## src/rtl/irq_controller.sv

```systemverilog
`default_nettype none
// ============================================================================
//  Module      : irq_controller
//  Description : Multi-source vectored interrupt controller on the IO bus.
//                Synchronises request lines, latches edge/level pending bits,
//                picks the lowest-index enabled source and presents it to the
//                CPU with an interrupt/intVect/intAck handshake.
//  Revision    : 1.0  initial release
// ============================================================================
module irq_controller #(
   parameter int          NUM_SRC     = 8,
   parameter logic [15:0] BASE_ADDR   = 16'h1010,
   parameter logic [15:0] VECT_BASE   = 16'h0008,
   parameter int          VECT_STRIDE = 4
) (
   input  logic               clk,
   input  logic               rst,
   input  logic [15:0]        address,
   input  logic [7:0]         din,
   input  logic               w_en,
   input  logic               r_en,
   output logic [7:0]         dout,
   input  logic [NUM_SRC-1:0] irq_src,
   output logic               interrupt,
   output logic [15:0]        intVect,
   input  logic               intAck
);

   localparam logic [0:0] c_ST_IDLE = 1'b0;
   localparam logic [0:0] c_ST_REQ  = 1'b1;

   localparam logic [2:0] c_REG_EN     = 3'd0;
   localparam logic [2:0] c_REG_PEND   = 3'd1;
   localparam logic [2:0] c_REG_MODE   = 3'd2;
   localparam logic [2:0] c_REG_POL    = 3'd3;
   localparam logic [2:0] c_REG_STATUS = 3'd4;

   logic [NUM_SRC-1:0] r_sync1, r_sync2, r_s_d;
   logic [NUM_SRC-1:0] r_enable, r_mode, r_pol, r_pend_edge;
   logic [NUM_SRC-1:0] w_s, w_edge, w_pend, w_cand, w_w1c, w_ack_clr;
   logic [0:0]         r_state;
   logic [2:0]         r_idx, w_win, w_reg;
   logic [15:0]        w_offs, w_vect;
   logic               w_sel, w_ack;
   logic [7:0]         w_cand8, w_idx_oh, w_rdata;

   // Bus decode: offset relative to BASE_ADDR, five registers wide
   always_comb begin
      w_offs = address - BASE_ADDR;
      w_sel  = (w_offs <= 16'd4);
      w_reg  = w_offs[2:0];
   end

   // Synchronised, polarity-corrected request level and its rising edge
   always_comb begin
      w_s    = r_sync2 ^ r_pol;
      w_edge = w_s & ~r_s_d;
      // Level-mode bits follow the line directly; edge-mode bits come from the latch
      w_pend = (r_mode & r_pend_edge) | (~r_mode & w_s);
      w_cand = w_pend & r_enable;
   end

   // Zero-extended views so a 3-bit index is always in range
   always_comb begin
      w_cand8                = '0;
      w_cand8[NUM_SRC-1:0]   = w_cand;
      w_idx_oh               = 8'd1 << r_idx;
      w_ack                  = (r_state == c_ST_REQ) && intAck;
      w_ack_clr              = w_ack ? w_idx_oh[NUM_SRC-1:0] : '0;
      w_w1c                  = (w_en && w_sel && (w_reg == c_REG_PEND)) ? din[NUM_SRC-1:0] : '0;
   end

   // Fixed priority: lowest set index wins
   always_comb begin
      w_win = '0;
      for (int i = NUM_SRC - 1; i >= 0; i--) begin
         if (w_cand[i]) w_win = 3'(i);
      end
      w_vect = VECT_BASE + ({13'd0, w_win} * 16'(VECT_STRIDE));
   end

   // Two-flop synchroniser plus delayed copy for edge detection
   always_ff @(posedge clk or posedge rst) begin
      if (rst) begin
         r_sync1 <= '0;
         r_sync2 <= '0;
         r_s_d   <= '0;
      end else begin
         r_sync1 <= irq_src;
         r_sync2 <= r_sync1;
         r_s_d   <= w_s;
      end
   end

   // Writable configuration registers; bits above NUM_SRC are never stored
   always_ff @(posedge clk or posedge rst) begin
      if (rst) begin
         r_enable <= '0;
         r_mode   <= '0;
         r_pol    <= '0;
      end else if (w_en && w_sel) begin
         case (w_reg)
            c_REG_EN:   r_enable <= din[NUM_SRC-1:0];
            c_REG_MODE: r_mode   <= din[NUM_SRC-1:0];
            c_REG_POL:  r_pol    <= din[NUM_SRC-1:0];
            default:    ;
         endcase
      end
   end

   // Edge latch: a new edge beats W1C/ack; leaving edge mode drops the latch
   always_ff @(posedge clk or posedge rst) begin
      if (rst) begin
         r_pend_edge <= '0;
      end else begin
         r_pend_edge <= r_mode & (w_edge | (r_pend_edge & ~w_w1c & ~w_ack_clr));
      end
   end

   // Request FSM: present one source, hold it until ack or retraction
   always_ff @(posedge clk or posedge rst) begin
      if (rst) begin
         r_state   <= c_ST_IDLE;
         r_idx     <= '0;
         interrupt <= 1'b0;
         intVect   <= '0;
      end else begin
         case (r_state)
            c_ST_IDLE: begin
               if (|w_cand) begin
                  r_state   <= c_ST_REQ;
                  r_idx     <= w_win;
                  interrupt <= 1'b1;
                  intVect   <= w_vect;
               end
            end
            default: begin
               if (intAck || !w_cand8[r_idx]) begin
                  r_state   <= c_ST_IDLE;
                  interrupt <= 1'b0;
                  intVect   <= '0;
               end
            end
         endcase
      end
   end

   // Read mux, zero-extended to the byte bus
   always_comb begin
      w_rdata = '0;
      case (w_reg)
         c_REG_EN:     w_rdata[NUM_SRC-1:0] = r_enable;
         c_REG_PEND:   w_rdata[NUM_SRC-1:0] = w_pend;
         c_REG_MODE:   w_rdata[NUM_SRC-1:0] = r_mode;
         c_REG_POL:    w_rdata[NUM_SRC-1:0] = r_pol;
         c_REG_STATUS: w_rdata = {(r_state == c_ST_REQ), 4'd0, r_idx};
         default:      w_rdata = '0;
      endcase
   end

   // Registered read data, one cycle after r_en like the RAM
   always_ff @(posedge clk or posedge rst) begin
      if (rst) begin
         dout <= '0;
      end else if (r_en && w_sel) begin
         dout <= w_rdata;
      end else begin
         dout <= '0;
      end
   end

endmodule
`default_nettype wire
```

## config.mk

```make
export PLATFORM = sky130hd
export DESIGN_NAME = irq_controller
export DESIGN_NICKNAME = d
export VERILOG_FILES = /design/src/rtl/irq_controller.sv
export SDC_FILE = /design/constraint.sdc
export NUM_CORES = 1
export LEC_CHECK = 0
export ABC_AREA = 1
export CORE_MARGIN = 2
export CORE_UTILIZATION = 50
export DETAILED_ROUTE_END_ITERATION = 8
export PLACE_DENSITY = 0.82
export SLEW_MARGIN = 40
export SYNTH_ARGS = -nofsm -noshare
export SYNTH_HDL_FRONTEND = slang
export SYNTH_SLANG_ARGS = --single-unit
```

## constraint.sdc

```tcl
create_clock -name clk -period 5.6 [get_ports clk]
set_input_delay 1.12 -clock clk [delete_from_list [all_inputs] [get_ports clk]]
set_output_delay 1.12 -clock clk [all_outputs]
set_load 0.02 [all_outputs]
```

==> metrics.cfg <==
[run_status]
outcome=complete, no violations

[clock_tree]
cts_setup_buffers=0
cts_resized=0
cts-htree-levels=3
clock_latency_ps=350
cts_buffer_depth=2
cts_root_buf=clkbuf_8
cts_tree=done
cts_buffers=9
cts_hold_buf=0
clkSinkCount=73
clkTransAtPathRegs_ps=80

[critical_path]
rrSetupSlack_ps=3790
critPathRequiredTime_ps=5860
cp_max_fo=9
slowest_stage=clkdlybuf4s50_1
endpoint_kind=flip-flop
r2r_cells=11
path_buf_inv=2
worstPathArrival_ps=3250
max_stage_delay_ps=490
start_kind=input pin
r2r_end=r_idx[1]
r2r-start=r_pol[0]
path_delay_family=simple AND/OR/NAND/NOR gates
crit_type=input pin to flip-flop
path_cells=clkdlybuf4s50_1, nor2_1, inv_1, nand2_2, nand3_2, nor2_2, nand3_1, a21oi_1

[grt]
grt_pass1_vias=2661
grtUsageTotal_pct=22.0
grt_max_degree=73
overflow=0
antenna_found_initial=0
grt_pass1_wl_um=12700

[synth]
netlist_instances=406
synth.avg_cell_area_um2=8.41
synth_warnings=0
synth.top_cell.area_share_pct=53.5
ys_ff_latch=73
syn_area_um2=3420
ys_seq_area_share_pct=53.5
synth_cell_types=29
yosysTopAreaCell=dfrtp_1
synth.area.top_cells=dfrtp_1 53%, nand2_1 13%, inv_1 7.0%, nand3_1 4.0%, buf_4 2.9%

[placement]
dp_hpwl_um=5330
io_buffers=49
place_congestion=0.889

[final_layout]
multi_input_area_um2=1260
fillers=569
nets=499
final-seq-area_um2=1830
drive_gt1_share_pct=7.51
syn2layout_area_growth_pct=22.5
antenna_cells=0

[detailed_routing]
firstDrtPassIters=5
drt_wl_total_um=7650
postRouteAntennaNets=0
routedWlPerCell_um=14.0
num_vias=2935
via_per_inst=5.38
drt_iter0_drc=337
drc=0

[run]
drv_cap=0

[floorplan]
ioPinCount=62
row_count=30
fp.dieW_um=86.7
die_h_um=86.7
die-area_um2=7510
initial_core_util_pct=50.8
core-area_um2=6720

[min_path]
hold_start=r_sync1[0]
hold_depth=0
hold_end=r_sync2[0]
hp-class=flip-flop to flip-flop

[pwr]
ir_drop_mv=0.153
leakage_uw=0.00200
power_uw=1110
powerDensity_nw_per_um2=266

[timing]
fin_crit_sh_pct=53.4
whs_ps=351
max_freq_mhz=334
tightestPinTransition_ps=812
fin_setup_tns_ps=0
slew_headroom_pct=45.6
setup_viol=0
finalCriticalPeriod_ps=2990
maxSlewViolCount=0
finClkSkew_ps=6.15
rsz0062_at_grt=no
hold_viol=0

-- metal layers --
metal	wire length (um)	GRT usage, %
met5	0	0
met4	166	8.52
met3	639	5.43
met2	3610	33.9
met1	3230	30.1
-- report_power, final --
part / total (uW) / switching, uW / internal, uW
combinational: 74.8 / 44.2 / 30.6
sequential: 540 / 3.87 / 536
clock: 499 / 200 / 298
-- sequential cells by signal (all words and copies together) (netlist names) --
| register | flops |
|---|---|
| r_pend_edge | 8 |
| r_sync1 | 8 |
| r_state | 1 |
| interrupt | 1 |
| intVect | 4 |
| r_pol | 8 |
| r_enable | 8 |
| r_sync2 | 8 |
| dout | 8 |
| r_s_d | 8 |
| r_idx | 3 |
| r_mode | 8 |
-- cells in the final DEF (no fill, tap or decap), drive strengths merged, types with 6 or more instances in the layout --
| cell type | count |
|---|---|
| a21oi | 19 |
| a221oi | 7 |
| a31oi | 6 |
| clkbuf | 10 |
| clkdlybuf4s50 | 49 |
| conb | 12 |
| dfrtp | 73 |
| inv | 64 |
| nand2 | 117 |
| nand3 | 29 |
| nand4 | 9 |
| nor2 | 20 |
| o21ai | 30 |
-- cells by family after synthesis --
logic type	after synthesis	synth area share [%]
other	1	0.110
DFF	73	53.5
and+or+nand+nor	181	23.2
buffers and inverters	82	10.7
AOI/OAI and AO/OA	68	12.1
adders and majority gates	1	0.366
-- worst reg2reg max path: stages (launching register included) --
cell and delay [ps]:
dfrtp_1 390, inv_1 90, nand2_1 80, nand3_1 100, nand3_1 170, nand2_1 180, nor2_1 70, nand2_1 60
nand2_1 110, inv_1 190, o21ai_0 150, o21a_1 130
-- worst max path at each step --
stage | from | endpoint | slack (ps) | depth (start not counted)
2_1_floorplan | rst | dout[0] | 2630 | 1
3_3_place_gp | address[1] | dout[1] | 2390 | 8
3_5_place_dp | address[1] | dout[2] | 2260 | 8
4_1_cts | address[1] | dout[2] | 2650 | 8
5_1_grt | address[1] | dout[6] | 2470 | 8
6_report | address[1] | dout[2] | 2610 | 8
-- cells in the mapped netlist --
library cell and number:
nand2_1 114, dfrtp_1 73, inv_1 64, nand3_1 27, a21oi_1 19, nor2_1 19, o21ai_1 16, buf_4 13
nand4_1 9, o21ai_2 8, a221oi_1 7, a31oi_1 6, o21ai_0 6, o22ai_1 4, nand2_2 3, nor3_1 3
buf_2 2, nand3_2 2, a211oi_1 1, buf_1 1, buf_6 1, clkbuf_1 1, conb_1 1, ha_1 1
nor2_2 1, nor3_2 1, nor3b_4 1, nor4_2 1, o21a_1 1
-- cell type report --
cell class | instances | area share (%)
Sequential cell | 73 | 43.7
Clock buffer | 10 | 3.05
Clock inverter | 6 | 2.78
Inverter | 64 | 5.74
Tap cell | 80 | 2.39
Multi-Input combinational cell | 262 | 30.2
Timing Repair Buffer | 51 | 12.2
-- stage by stage --
stage               area, um2  setup WS [ps]  util, %  cells
CTS                      4180           2650     62.3    546
floorplan                3460           2630        -    417
finish                   4180           2610     62.3    546
detailed placement       3940           2260     58.6    530
global route             4180           2470     62.3    546
global placement         3940           2390     58.6    530
Note: power is estimated with default switching activity, not from simulation.
